$ cat src/rtl/uart_pkg.sv
// rtl/uart_pkg.sv - shared types and constants for the UART receiver
package uart_pkg;

  typedef enum logic [2:0] {
    IDLE,
    START,
    DATA,
    PAR,
    STOP,
    BREAK
  } rx_state_t;

  localparam int PARITY_NONE = 0;
  localparam int PARITY_EVEN = 1;
  localparam int PARITY_ODD  = 2;

  localparam int DEFAULT_CLKS_PER_BIT = 1250;

  // x is the XOR of all data bits and the received parity bit
  function automatic logic parity_bad(input int mode, input logic x);
    if (mode == PARITY_EVEN) return x;
    if (mode == PARITY_ODD)  return ~x;
    return 1'b0;
  endfunction

endpackage

$ cat src/rtl/sync_fifo.sv
// rtl/sync_fifo.sv - first-word-fall-through FIFO with registered head word
module sync_fifo #(
  parameter int WIDTH = 8,
  parameter int DEPTH = 16
) (
  input  logic                     sysclk,
  input  logic                     sysrst_n,
  input  logic                     push,
  input  logic                     pop,
  input  logic [WIDTH-1:0]         wdata,
  output logic [WIDTH-1:0]         rdata,
  output logic                     full,
  output logic                     empty,
  output logic [$clog2(DEPTH):0]   count
);

  localparam int AW = $clog2(DEPTH);

  logic [WIDTH-1:0] mem [DEPTH];
  logic [AW-1:0]    rd_ptr;
  logic [AW-1:0]    wr_ptr;
  logic [AW-1:0]    next_rd;
  logic             do_push;
  logic             do_pop;

  assign empty   = (count == '0);
  assign full    = (count == (AW+1)'(DEPTH));
  assign do_pop  = pop && !empty;
  assign do_push = push && (!full || do_pop);
  assign next_rd = rd_ptr + AW'(do_pop);

  always_ff @(posedge sysclk) begin
    if (do_push) mem[wr_ptr] <= wdata;
  end

  // The head register tracks the slot rd_ptr will point at; when that slot is
  // being written this cycle the incoming word bypasses the array.
  always_ff @(posedge sysclk) begin
    if (!sysrst_n) begin
      rd_ptr <= '0;
      wr_ptr <= '0;
      count  <= '0;
      rdata  <= '0;
    end else begin
      if (do_push) wr_ptr <= wr_ptr + AW'(1);
      rd_ptr <= next_rd;
      count  <= count + (AW+1)'(do_push) - (AW+1)'(do_pop);
      rdata  <= (do_push && (wr_ptr == next_rd)) ? wdata : mem[next_rd];
    end
  end

endmodule

$ cat src/rtl/uart_rx_fifo.sv
// rtl/uart_rx_fifo.sv - UART receiver with error pulses feeding a receive FIFO
module uart_rx_fifo
  import uart_pkg::*;
#(
  parameter int CLKS_PER_BIT = DEFAULT_CLKS_PER_BIT,
  parameter int DATA_BITS    = 8,
  parameter int PARITY       = PARITY_NONE,
  parameter int FIFO_DEPTH   = 16
) (
  input  logic                          sysclk,
  input  logic                          sysrst_n,
  input  logic                          uart_txd_in,
  output logic [DATA_BITS-1:0]          m_data,
  output logic                          m_valid,
  input  logic                          m_ready,
  output logic                          frame_err,
  output logic                          parity_err,
  output logic                          overrun,
  output logic [$clog2(FIFO_DEPTH):0]   fifo_count
);

  localparam int CW   = $clog2(CLKS_PER_BIT);
  localparam int BW   = $clog2(DATA_BITS + 1);
  localparam int HALF = CLKS_PER_BIT / 2;

  rx_state_t          state, state_nxt;
  logic [1:0]         sync_q;
  logic               rx_s;
  logic               rx_d;
  logic [CW-1:0]      timer;
  logic [BW-1:0]      bit_cnt;
  logic [DATA_BITS-1:0] shift;
  logic               par_bit;
  logic               tick;
  logic               timer_clr;
  logic               shift_en;
  logic               par_en;
  logic               push;
  logic               frame_err_c;
  logic               parity_err_c;
  logic               fifo_full;
  logic               fifo_empty;

  assign rx_s = sync_q[1];
  assign tick = (state == START) ? (timer == CW'(HALF - 1))
                                 : (timer == CW'(CLKS_PER_BIT - 1));

  always_ff @(posedge sysclk) begin
    if (!sysrst_n) begin
      state   <= IDLE;
      sync_q  <= 2'b11;
      rx_d    <= 1'b1;
      timer   <= '0;
      bit_cnt <= '0;
      shift   <= '0;
      par_bit <= 1'b0;
    end else begin
      state  <= state_nxt;
      sync_q <= {sync_q[0], uart_txd_in};
      rx_d   <= rx_s;
      timer  <= timer_clr ? '0 : timer + CW'(1);
      if (state == IDLE) bit_cnt <= '0;
      else if (shift_en) bit_cnt <= bit_cnt + BW'(1);
      if (shift_en) shift <= {rx_s, shift[DATA_BITS-1:1]};
      if (par_en) par_bit <= rx_s;
    end
  end

  always_comb begin
    state_nxt    = state;
    timer_clr    = 1'b0;
    shift_en     = 1'b0;
    par_en       = 1'b0;
    push         = 1'b0;
    frame_err_c  = 1'b0;
    parity_err_c = 1'b0;
    unique case (state)
      IDLE: begin
        timer_clr = 1'b1;
        if (rx_d && !rx_s) state_nxt = START;
      end
      START: begin
        if (tick) begin
          timer_clr = 1'b1;
          state_nxt = rx_s ? IDLE : DATA;
        end
      end
      DATA: begin
        if (tick) begin
          timer_clr = 1'b1;
          shift_en  = 1'b1;
          if (bit_cnt == BW'(DATA_BITS - 1))
            state_nxt = (PARITY != PARITY_NONE) ? PAR : STOP;
        end
      end
      PAR: begin
        if (tick) begin
          timer_clr = 1'b1;
          par_en    = 1'b1;
          state_nxt = STOP;
        end
      end
      STOP: begin
        if (tick) begin
          timer_clr = 1'b1;
          if (rx_s) begin
            state_nxt = IDLE;
            if (parity_bad(PARITY, ^shift ^ par_bit)) parity_err_c = 1'b1;
            else push = 1'b1;
          end else begin
            frame_err_c = 1'b1;
            state_nxt   = BREAK;
          end
        end
      end
      BREAK: begin
        timer_clr = 1'b1;
        if (rx_s) state_nxt = IDLE;
      end
      default: state_nxt = IDLE;
    endcase
  end

  sync_fifo #(
    .WIDTH (DATA_BITS),
    .DEPTH (FIFO_DEPTH)
  ) u_fifo (
    .sysclk   (sysclk),
    .sysrst_n (sysrst_n),
    .push     (push),
    .pop      (m_ready),
    .wdata    (shift),
    .rdata    (m_data),
    .full     (fifo_full),
    .empty    (fifo_empty),
    .count    (fifo_count)
  );

  assign m_valid    = !fifo_empty;
  assign frame_err  = frame_err_c && sysrst_n;
  assign parity_err = parity_err_c && sysrst_n;
  assign overrun    = push && fifo_full && !(m_ready && m_valid) && sysrst_n;

endmodule

$ cat config.mk
export PLATFORM = sky130hd
export DESIGN_NAME = uart_rx_fifo
export DESIGN_NICKNAME = d
export VERILOG_FILES = /design/src/rtl/uart_pkg.sv /design/src/rtl/sync_fifo.sv /design/src/rtl/uart_rx_fifo.sv
export SDC_FILE = /design/constraint.sdc
export NUM_CORES = 1
export LEC_CHECK = 0
export ABC_AREA = 1
export CAP_MARGIN = 0
export CORE_MARGIN = 2
export CORE_UTILIZATION = 25
export CTS_BUF_LIST = sky130_fd_sc_hd__clkbuf_16
export DETAILED_ROUTE_END_ITERATION = 10
export SLEW_MARGIN = 5
export SYNTH_ARGS = -nofsm -noshare
export SYNTH_HDL_FRONTEND = slang
export SYNTH_HIERARCHICAL = 1
export SYNTH_SLANG_ARGS = --single-unit
$ cat constraint.sdc
create_clock -name sysclk -period 3.5 [get_ports sysclk]
set_clock_uncertainty 0.15 [all_clocks]
set_input_delay 0.35 -clock sysclk [delete_from_list [all_inputs] [get_ports sysclk]]
set_output_delay 0.35 -clock sysclk [all_outputs]
set_load 0.02 [all_outputs]
Word-level counts from Yosys, hierarchy flattened --
Memories as Yosys holds them, arrays and structs flattened. A register that Yosys moved wholly into a read port is not among the register bits. Cells that the tools add are included. Widths: inputs -> output; s select.
Cells by class: $add $sub $neg 6, equal/unequal tests 16, multiplexer cells 22, bitwise operators 1, reductions and logical operators 20
Operator list (count):
- $mux 3 | 8
- $pmux 3 s6 | 1
- $ne 2x2->1 const B | 6
- $add 11x1->11 const B | 1
- $eq 11x10->1 const B | 1
- $eq 11x11->1 const B | 1
- $mux 1 | 11
- $add 4x1->4 const B | 2
- $logic_and 1x1->1 | 7
- $reduce_and 7->1 | 1
- $eq 3x2->1 const B | 2
- $eq 3x3->1 const B | 2
- $reduce_or 2->1 | 3
- $add 5x1->5 | 1
- $eq 5x5->1 const B | 1
- $logic_not 1->1 | 5
- $logic_not 5->1 | 1
- $sub 5x1->5 | 1
- $add 4x1->4 | 1
- $eq 4x3->1 const B | 1
- $reduce_or 4->1 | 1
- $eq 3x1->1 const B | 1
- $logic_not 3->1 | 1
- $mux 2 | 1
- 4 further kinds | 4
Word-level totals: flip-flop bits (word level) 42, bits in writable memories 128, bits of input ports 4, output and inout port bits 17, logic and storage cells 75, memories kept 1
Memory list:
- u_fifo.mem | words 16, width 8, read ports 1, clocked after memory_dff 1, wr ports 1, RTL line sync_fifo.sv:19 | logic [WIDTH-1:0] mem [DEPTH];

Depth between registers and ports, before layout --
depth in word-level cells 7, mapped depth 18, depth with buffers taken out 17

Modules after synthesis --
Netlist, hierarchy kept.
Modules (own cells, without submodules):
- sync_fifo | instances 1, cells an instance 715, area an instance 6810.3 sq um, sequential area each 4264.1 sq um
- uart_rx_fifo | instances 1, cells an instance 215, area an instance 1535.2 sq um, sequential area each 580.6 sq um

Worst setup path after synthesis --
OpenSTA, ideal clock, no wires.
kind flip-flop to flip-flop, start register state[1], end register u_fifo.count[4], setup time 0.070 ns, arrival 2.607 ns, required time 3.280 ns, slack 0.674 ns, cell stages (with the launch flop) 18, buffers on the path 0, period minus slack after synthesis 2.826 ns, path through dfxtp_1 -> inv_2 -> nand3_4 -> inv_2 -> nand2_2 -> nand2_2 -> nand3_4 -> nor3_1 -> nand2_1 -> inv_2 -> nand2_1 -> nand2_1 -> ha_1 -> inv_1 -> fa_1 -> o31ai_1 -> o21ai_0 -> a21oi_1
Between the ends: cells in the longest elaborated chain, start to end 7, elaborated cells between the ends (all ways) 8, those cells by class 2 x add/sub; 2 x eq/ne; 3 x mux; 1 x reduce/logical
Ends and longest elaborated chain:
- start, declared | RTL line uart_rx_fifo.sv:26 | rx_state_t state, state_nxt;
- start signal, assigned | RTL line uart_rx_fifo.sv:58 | state <= state_nxt;
- $eq 3x1->1 | RTL line uart_rx_fifo.sv:45 | assign tick = (state == START) ? (timer == CW'(HALF - 1))
- $mux 1 | RTL line uart_rx_fifo.sv:45
- $mux 1 | RTL line uart_rx_fifo.sv:104 | if (tick) begin
- $mux 1 * | RTL line uart_rx_fifo.sv:77 | unique case (state)
- named net push | RTL line uart_rx_fifo.sv:38 | logic push;
- $logic_and 1x1->1 * | RTL line sync_fifo.sv:29 | assign do_push = push && (!full || do_pop);
- $add 5x1->5 * | RTL line sync_fifo.sv:47 | count <= count + (AW+1)'(do_push) - (AW+1)'(do_pop);
- $sub 5x1->5 * | RTL line sync_fifo.sv:47
- end signal, assigned | RTL line sync_fifo.sv:47
- end, declared | RTL line sync_fifo.sv:14 | output logic [$clog2(DEPTH):0] count
Mark *: on every way through the listed nets, which the timed path passes. The rest lies on a longest branch. A chain may end at the register's enable or synchronous reset.

Worst setup path in the final report --
Same ends and word-level chain as after synthesis.

==> run summary <==
### STA
* 0 ns — Setup TNS Final
* 89.5% — share of the clock period used by the worst path after layout
* 42.3% — relative max-transition margin
* 0 — count of final max-slew check failures
* 0 — final number of hold-violating endpoints
* 0.319 GHz — Max Freq
* 3.13 ns — crit path time final
* no — setup repair after global routing missed its margin
* 0 — Final setup viols
* 0.864 ns — transition at the pin with the smallest max-transition slack

### Yosys
* 39 — count of different cell masters after synthesis
* sky130_fd_sc_hd__edfxtp_1, sky130_fd_sc_hd__dfxtp_1, sky130_fd_sc_hd__nand2_1 — dominant cells by area after synthesis
* 948 — post-synthesis net count
* 0% — mux contribution to synthesized area
* 8350 µm² — synthesized area
* 1.15% — xor and xnor area share after synthesis
* 8.97 µm² — average footprint of a synthesized cell
* 6 — number of warning messages in the yosys log
* 178 — synthesized flop and latch total
* 58.1% — post-synthesis sequential area ratio
* 2.19% — adder-cell share of the synthesized area
* 2.26% — Compound-Gate Fraction of Synth Area
* sky130_fd_sc_hd__edfxtp_1 — flip-flop cell with the highest count after synthesis
* 27.1% — simple logic cell fraction of the synthesized area
* 46.1% — share of the synthesized area in the top cell type
* 930 — post-synthesis instance total
* sky130_fd_sc_hd__edfxtp_1 — cell type with the largest total area after synthesis
* 128 — Post-synth EDFFs
* 0% — share of async-settable or async-resettable flops after synthesis
* simple AND/OR/NAND/NOR gates — combinational family with the most area after synthesis

### Global route
* 67 — largest net degree at the start of global routing
* 11.0% — total routing resource utilization after global routing
* 5831 — number of global-route vias before repair
* 0 — final global-route overflow total
* 0 — initial antenna violation count
* 30.5 mm — global-route wire length before repair

### Detailed routing
* 0 — count of antenna-violating nets left after detailed routing
* 13.2 µm — average wire length per cell after detail routing
* 18.7 mm — post-detailed-routing wire length
* 5949 — number of vias after detailed routing
* 4.20 — via density per instance
* 5 — first-pass iteration count of the detailed router
* 0 — count of unresolved DRC violations after routing
* 436 — count of routing violations after the opening detailed-route iteration

### CTS
* 2 — number of buffers on the longest clock path
* 0 — number of buffers added for setup after CTS
* yes — TritonCTS clock tree
* 0.43 ns — latest clock arrival within the worst-skew pair
* 0 — post-CTS sizing
* 17 — Inserted Clock Buffers
* 4 — H-Tree Depth
* 178 — number of sinks driven by the clock tree
* sky130_fd_sc_hd__clkbuf_16 — CTS root buffer
* 0 — hold-fix buffers at CTS
* 0.08 ns — clock slew at reported path FFs

### Finish
* 978 — fin nets
* 0 — number of antenna repair diodes
* 9700 µm² — Final Cell Area
* 29.7% — Finished Core Util
* 10.6% — fraction of layout instances using a drive strength above 1
* 3417 — number of inserted filler cells in the final layout
* 16.2% — area grow syn2layout

### Setup path
* 8 — peak fanout along the critical path
* flip-flop — Startpoint Class
* 4 — buffering stage count on the worst path with inverters included
* 0.40 ns — slowest stage delay, CP
* reg2reg — Setup Crit Path Kind
* simple AND/OR/NAND/NOR gates — CP top delay family
* 3.71 ns — critical path data required time
* 3.34 ns — arrival time reported for the critical path endpoint
* sky130_fd_sc_hd__fa_1 — slowest CP cell
* inv_2, nand3_4, inv_2, nand2_2, nand2_2, nand3_4, nor3_1, nand2_1, inv_2, nand2_1, nand2_1, ha_1, inv_1, fa_1, o31ai_1, o21ai_0, a21oi_1 — series of cell instances along the critical path
* 0.37 ns — Worst R2R Setup Slack
* flip-flop — Crit. End Element

### Place
* 19 — number of port buffers
* 0.815 — global placement routability congestion
* 12.0 mm — sum of net half-perimeters after detailed placement
* 9110 µm² — cell area after placement

### Min path
* reg2reg — path category of the worst min-delay check

### Die
* 187 µm — overall die height
* 187 µm — Die Wd
* 66 — Rows
* 34900 µm² — die outline area
* 25.5% — starting utilization of the core area
* 32700 µm² — area of the core region
* 21 — boundary pin count

### Power
* 692 nW/µm² — Cell Pwr Density
* 0.495 mV — worst IR drop on VDD
* 3.95 nW — cell leakage power

### Job
* 0 — max-capacitance violation count

### Outcome
* complete, no violations — result of the run

## synth_stat cells (7+ instances only)
library cell / number
sky130_fd_sc_hd__inv_1: 149
sky130_fd_sc_hd__nor2_1: 77
sky130_fd_sc_hd__nand3_1: 126
sky130_fd_sc_hd__buf_2: 12
sky130_fd_sc_hd__nand2_1: 253
sky130_fd_sc_hd__dfxtp_1: 50
sky130_fd_sc_hd__a21oi_1: 13
sky130_fd_sc_hd__edfxtp_1: 128
sky130_fd_sc_hd__o21ai_1: 9
sky130_fd_sc_hd__ha_1: 13
sky130_fd_sc_hd__nand2_2: 11
sky130_fd_sc_hd__o21ai_0: 8
sky130_fd_sc_hd__nor2_2: 12
sky130_fd_sc_hd__inv_2: 7
sky130_fd_sc_hd__xor2_1: 8
## final timing paths
path	endpoint	start	cells past startpoint
hold reg to reg	sync_q[1]	sync_q[0]	1
hold / removal	sync_q[1]	sync_q[0]	1
setup / recovery	u_fifo/count[4]	state[1]	17
setup reg to reg	u_fifo/count[4]	state[1]	17
## cell families (layout without fill, tap and decap cells)
group	Yosys count	after routing
AO/OA/AOI/OAI	35	35
adder cells (fa/ha/maj)	14	14
flip-flops	178	178
other	1	1
AND/OR/NAND/NOR	505	505
XOR/XNOR	11	11
buffers and inverters	186	229
## registers in the layout, indices dropped and copies added, names as in the netlist
signal         count
shift              8
bit_cnt            4
rx_d               1
u_fifo/wr_ptr      4
u_fifo/count       5
u_fifo/mem       128
u_fifo/rd_ptr      4
sync_q             2
state              3
u_fifo/rdata       8
timer             11
## per-stage QoR
step	std cells	total power [mW]	hold WS, ns	setup slack, ns
2_1_floorplan	930	4.18	0.242	0.674
3_3_place_gp	1383	4.86	0.248	0.481
3_5_place_dp	1383	4.88	0.251	0.421
4_1_cts	1415	6.76	0.268	0.295
5_1_grt	1415	7.14	0.285	0.108
6_report	1415	6.72	0.266	0.368
## placed cells by master, fill, tap and decap left out, types with 12 or more instances in the layout
cell                              netlist  final
sky130_fd_sc_hd__edfxtp_1             128    128
sky130_fd_sc_hd__dfxtp_1               50     50
sky130_fd_sc_hd__nand2_1              253    253
sky130_fd_sc_hd__ha_1                  13     12
sky130_fd_sc_hd__nand3_1              126    126
sky130_fd_sc_hd__buf_4                  6     18
sky130_fd_sc_hd__clkbuf_16              0     17
sky130_fd_sc_hd__inv_1                149    149
sky130_fd_sc_hd__a21oi_1               13     13
sky130_fd_sc_hd__clkdlybuf4s50_1        0     19
sky130_fd_sc_hd__nor2_1                77     77
sky130_fd_sc_hd__nor2_2                12     12
## power by group
group	internal (mW)	switching (mW)	total, mW
logic	0.829	1.58	2.41
registers	2.33	0.0916	2.42
clock network	0.961	0.919	1.88
## cell type report
class                   instances  area, µm²  share of cell area (%)
clock buffers                  17        425                    4.39
clock inverters                15        164                    1.69
inverters                     157        592                    6.10
multi-input cells             566       2740                    28.2
flip-flops and latches        178       4840                    49.9
well taps                     442        553                    5.70
repair buffers                 40        385                    3.97
## per-layer routing
layer | up-vias | global-route usage (%) | share of wire [%]
met4 | 0 | 2.90 | 1.5
met2 | 132 | 17.9 | 47
met5 | - | 0 | 0
met1 | 2785 | 14.6 | 47
li1 | 3014 | - | -
met3 | 18 | 2.56 | 4.7
(Power assumes the default switching activity.)
